[src/rtl/fc_mem_ctrl.sv]
// fc_mem_ctrl: FC parameter memory write port and row-walk read sequencer (Rev 1.0).
// Optional FC_CTRL_BOUND_CHECK_EN: abort walks whose row would run past the top of memory.
`default_nettype none

module fc_mem_ctrl #(
  parameter int ADDR_W    = 14,
  parameter int DATA_W    = 16,
  parameter int ROW_WORDS = 120,
  parameter int CNT_W     = 8
) (
  input  logic              clk,
  input  logic              rst_n,
  input  logic              wr_valid,
  input  logic [ADDR_W-1:0] wr_addr,
  input  logic [DATA_W-1:0] wr_data,
  output logic              wr_ready,
  input  logic              run_start,
  input  logic [ADDR_W-1:0] run_base,
  input  logic [CNT_W-1:0]  run_rows,
  input  logic [ADDR_W-1:0] run_stride,
  output logic              run_busy,
  output logic              run_done,
  output logic              run_err,
  output logic [ADDR_W-1:0] mem_address,
  output logic [DATA_W-1:0] mem_data_in,
  output logic              mem_write_enable,
  output logic              mem_read_enable,
  output logic              row_valid,
  output logic [CNT_W-1:0]  row_index,
  input  logic              row_ready
);

  typedef enum logic [1:0] {
    S_IDLE = 2'd0,
    S_READ = 2'd1,
    S_DONE = 2'd2
  } state_t;

  localparam logic [ADDR_W:0] C_ROW_EXT = (ADDR_W + 1)'(ROW_WORDS);
  localparam logic [ADDR_W:0] C_LIMIT   = {1'b1, {ADDR_W{1'b0}}};

  state_t              state_q;
  logic [ADDR_W-1:0]   mem_address_q;
  logic [DATA_W-1:0]   mem_data_in_q;
  logic                mem_we_q;
  logic                row_valid_q;
  logic [CNT_W-1:0]    row_index_q;
  logic [CNT_W-1:0]    rows_q;
  logic [ADDR_W-1:0]   stride_q;
  logic                run_done_q;
  logic                run_err_q;

  logic                bound_en;
  logic [ADDR_W-1:0]   addr_d;
  logic                last_row;
  logic                base_oob;
  logic                next_oob;

`ifdef FC_CTRL_BOUND_CHECK_EN
  assign bound_en = 1'b1;
`else
  assign bound_en = 1'b0;
`endif

  // Extra top bit lets the row end reach exactly 2^ADDR_W without overflow.
  function automatic logic row_oob(input logic [ADDR_W-1:0] a);
    return (({1'b0, a} + C_ROW_EXT) > C_LIMIT);
  endfunction

  assign addr_d   = mem_address_q + stride_q;
  assign last_row = (row_index_q == (rows_q - 1'b1));
  assign base_oob = bound_en & row_oob(run_base);
  assign next_oob = bound_en & row_oob(addr_d);

  assign wr_ready = (state_q == S_IDLE) & ~run_start;

  always_ff @(posedge clk) begin
    if (!rst_n) begin
      state_q       <= S_IDLE;
      mem_address_q <= '0;
      mem_data_in_q <= '0;
      mem_we_q      <= 1'b0;
      row_valid_q   <= 1'b0;
      row_index_q   <= '0;
      rows_q        <= '0;
      stride_q      <= '0;
      run_done_q    <= 1'b0;
      run_err_q     <= 1'b0;
    end else begin
      mem_we_q   <= 1'b0;
      run_done_q <= 1'b0;
      run_err_q  <= 1'b0;
      case (state_q)
        S_IDLE: begin
          if (run_start) begin
            rows_q        <= run_rows;
            stride_q      <= run_stride;
            row_index_q   <= '0;
            mem_address_q <= run_base;
            if ((run_rows == '0) || base_oob) begin
              state_q    <= S_DONE;
              run_done_q <= 1'b1;
              run_err_q  <= base_oob;
            end else begin
              state_q     <= S_READ;
              row_valid_q <= 1'b1;
            end
          end else if (wr_valid) begin
            mem_we_q      <= 1'b1;
            mem_address_q <= wr_addr;
            mem_data_in_q <= wr_data;
          end
        end
        S_READ: begin
          if (row_ready) begin
            if (last_row || next_oob) begin
              state_q     <= S_DONE;
              row_valid_q <= 1'b0;
              run_done_q  <= 1'b1;
              run_err_q   <= ~last_row & next_oob;
            end else begin
              mem_address_q <= addr_d;
              row_index_q   <= row_index_q + 1'b1;
            end
          end
        end
        S_DONE: begin
          state_q <= S_IDLE;
        end
        default: begin
          state_q     <= S_IDLE;
          row_valid_q <= 1'b0;
        end
      endcase
    end
  end

  assign run_busy         = (state_q != S_IDLE);
  assign run_done         = run_done_q;
  assign run_err          = run_err_q;
  assign mem_address      = mem_address_q;
  assign mem_data_in      = mem_data_in_q;
  assign mem_write_enable = mem_we_q;
  assign mem_read_enable  = row_valid_q;
  assign row_valid        = row_valid_q;
  assign row_index        = row_index_q;

endmodule

`default_nettype wire

[config.mk]
export PLATFORM = sky130hd
export DESIGN_NAME = fc_mem_ctrl
export DESIGN_NICKNAME = d
export VERILOG_FILES = /design/src/rtl/fc_mem_ctrl.sv
export SDC_FILE = /design/constraint.sdc
export NUM_CORES = 1
export LEC_CHECK = 0
export BUFFER_PORTS_ARGS = -buffer_cell sky130_fd_sc_hd__buf_2
export CAP_MARGIN = 20
export CORE_AREA = 3 3 89 91
export DETAILED_ROUTE_END_ITERATION = 10
export DIE_AREA = 0 0 92 94
export GPL_ROUTABILITY_DRIVEN = 1
export PLACE_DENSITY = 0.84
export SYNTH_ARGS = -nofsm -noshare
export SYNTH_HDL_FRONTEND = slang
export SYNTH_SLANG_ARGS = --single-unit
[constraint.sdc]
create_clock -name clk -period 5.1 [get_ports clk]
set_clock_uncertainty 0.1 [all_clocks]
set_input_delay 0.51 -clock clk [delete_from_list [all_inputs] [get_ports clk]]
set_output_delay 0.51 -clock clk [all_outputs]
set_load 0.02 [all_outputs]
==> results.py <==
metrics = {
    "placed_design": {
        "gp_congestion": 0.891,
        "dp_slack_ps": 2030,
        "placedCellCount": 644,
        "portBuffers": 114,
        "place_hpwl_um": 7000,
    },
    "sta": {
        "hold_viol_final": 0,
        "setup_viol": 0,
        "rsz0062_at_grt": "false",
        "clock.fmax_ghz": 0.339,
        "tightest_slew_ps": 860,
        "timing.final.crit_share_pct": 57.9,
        "fin_crit_ps": 2950,
        "setup_ws_ps": 2150,
        "tns_ps": 0,
        "drv_slew": 0,
        "relSlewSlack_pct": 42.6,
    },
    "global_route": {
        "grt_overflow": 0,
        "grt_pass1_vias": 3520,
        "grt_usage_pct": 22.1,
        "grt_first_pass_wirelength_um": 15400,
        "grt_max_degree": 33,
        "antenna_found_initial": 0,
    },
    "die": {
        "design.core.area_mm2": 0.00721,
        "initial_core_util_pct": 49.0,
        "pin_count": 116,
        "fp.dieH_um": 94,
        "die_area_mm2": 0.00865,
        "die_w_um": 92,
        "num_rows": 31,
    },
    "drt": {
        "via_per_inst": 5.40,
        "final_antenna_net_count": 0,
        "via_count": 3571,
        "first_iter_violations": 191,
        "dr.pass1.iters": 5,
        "postRouteWirelength_um": 9410,
        "wire_per_inst_um": 14.2,
        "drc": 0,
    },
    "layout": {
        "drive_above_1_share_pct": 25.4,
        "syn2layout_area_growth_pct": 24.1,
        "diodes": 0,
        "finish.utilization_pct": 60.8,
        "nNetsFinal": 644,
        "finalNonFillerCells": 661,
        "fillers": 665,
    },
    "synthesis": {
        "synth_top_area_share_pct": 36.8,
        "synth_edf_count": 0,
        "synth_area_leaders": "dfxtp_1 (37%), nand2_1 (10%), a21oi_1 (8.5%)",
        "synth_cells": 452,
        "yosys.cell_types.count": 46,
        "yosysMostFrequentCell": "nand2_1",
        "ys_seq_elements": 65,
        "ys_top_cells_by_count": "nand2_1 (96), dfxtp_1 (65), a21oi_1 (60)",
        "synth_area_per_cell_um2": 7.81,
        "synthArstFlopShare_pct": 0,
        "synth_top_area_cell": "dfxtp_1",
        "syn_area_mm2": 0.00353,
        "yosys_warnings": 0,
        "seq_area_frac_synth_pct": 36.8,
        "synth_nets": 539,
        "yosys_most_used_dff": "dfxtp_1",
    },
    "outcome": {
        "status": "completed",
    },
    "clock_tree": {
        "clock_path_buffers": 2,
        "clock-sinks": 65,
        "cts_tree": "yes",
        "path_clk_slew_ps": 80,
        "insertion_delay_ps": 340,
        "post_cts_buffers": 0,
        "htreeDepth": 3,
        "cts_buffers": 9,
        "root_buffer": "clkbuf_8",
        "ctsHoldBuffers": 0,
        "cts-resized-gates": 0,
    },
    "power": {
        "peakVddDrop_mv": 0.219,
        "p_per_area_mw_per_mm2": 328,
        "p_leak_nw": 1.97,
    },
    "min_path": {
        "hold_class": "input pin to flip-flop",
        "hold_depth": 3,
    },
    "setup_path": {
        "cp.required_ps": 5280,
        "crit_type": "flip-flop to flip-flop",
        "cp.arrival_ps": 3130,
        "critPathCaptureType": "flip-flop",
        "r2r_cells": 9,
        "startpoint_type": "flip-flop",
        "path_max_fanout": 12,
    },
    "flow_run": {
        "drv_cap": 0,
    },
}
[final timing paths]
kind	from	endpoint	slack [ps]
worst min-delay path	run_stride[5]	stride_q[5]$_SDFFE_PN0P_	300
worst max-delay path	rows_q[0]$_SDFFE_PN0P_	mem_address[4]$_SDFFE_PN0P_	2150
worst max register to register	rows_q[0]$_SDFFE_PN0P_	mem_address[4]$_SDFFE_PN0P_	2150
worst min register to register	mem_data_in[0]$_SDFFE_PN0P_	mem_data_in[0]$_SDFFE_PN0P_	360
[worst max-delay path, stage by stage, from the launching register on]
cell and delay, ps:
dfxtp_1 450, inv_1 80, ha_1 320, xnor2_1 140, a2111oi_2 350, nor4b_4 470
a31oi_2 360, buf_6 260, mux2_2 270, nor2_1 80
[metal layers]
metal / vias up / GRT usage, % / part of all wire (%)
li1: 1769 / - / -
met1: 1642 / 25.7 / 41
met2: 140 / 37.8 / 49
met3: 20 / 6.17 / 7.6
met4: 0 / 10.1 / 1.9
met5: - / 0 / 0
[sequential cells by signal, indices dropped and copies added, names as in the netlist]
| signal | cells |
|---|---|
| mem_data_in | 16 |
| stride_q | 14 |
| row_index | 8 |
| rows_q | 8 |
| state_q | 2 |
| run_done | 1 |
| mem_address | 14 |
| mem_read_enable | 1 |
| mem_write_enable | 1 |
[layout make-up]
class | count | area [um2] | share of cell area (%)
multi-input cells | 349 | 2080 | 47.4
clock buffers | 9 | 124 | 2.83
well taps | 99 | 124 | 2.83
repair buffers | 117 | 597 | 13.6
flip-flops and latches | 65 | 1300 | 29.7
clock inverters | 7 | 103 | 2.34
inverters | 15 | 56.3 | 1.28
[cell families after synthesis]
family | share of synthesized area, %
AO/OA/AOI/OAI | 20.0
XOR/XNOR | 5.70
adder cells (fa/ha/maj) | 5.88
buffers and inverters | 4.32
flip-flops | 36.8
multiplexers | 6.06
other | 0.106
AND/OR/NAND/NOR | 21.1
[power by group]
part	switching (mW)	internal, mW	total [mW]
clock network	0.220	0.280	0.500
logic	0.217	0.143	0.359
registers	0.0331	0.547	0.580
total	0.470	0.970	1.44
[through the flow]
stage	hold slack (ps)	cell area (um2)	power (mW)
floorplan	340	3530	0.841
global placement	339	4150	0.932
detailed placement	349	4150	0.947
CTS	283	4370	1.45
global route	287	4380	1.52
finish	303	4380	1.44
[cells in the final DEF, fill, tap and decap left out, types with 4 or more instances in the layout]
| cell | instances |
|---|---|
| a2111oi_0 | 4 |
| a211oi_1 | 10 |
| a21oi_1 | 60 |
| a31oi_1 | 4 |
| and2_1 | 4 |
| buf_2 | 114 |
| clkbuf_8 | 9 |
| dfxtp_1 | 65 |
| ha_1 | 15 |
| inv_1 | 14 |
| mux2i_1 | 18 |
| nand2_1 | 96 |
| nand2b_1 | 4 |
| nand3_1 | 5 |
| nor2_1 | 37 |
| nor2b_1 | 6 |
| nor3_1 | 9 |
| nor4_1 | 4 |
| o21ai_0 | 18 |
| xnor2_1 | 20 |
Note: power is estimated with default switching activity, not from simulation.
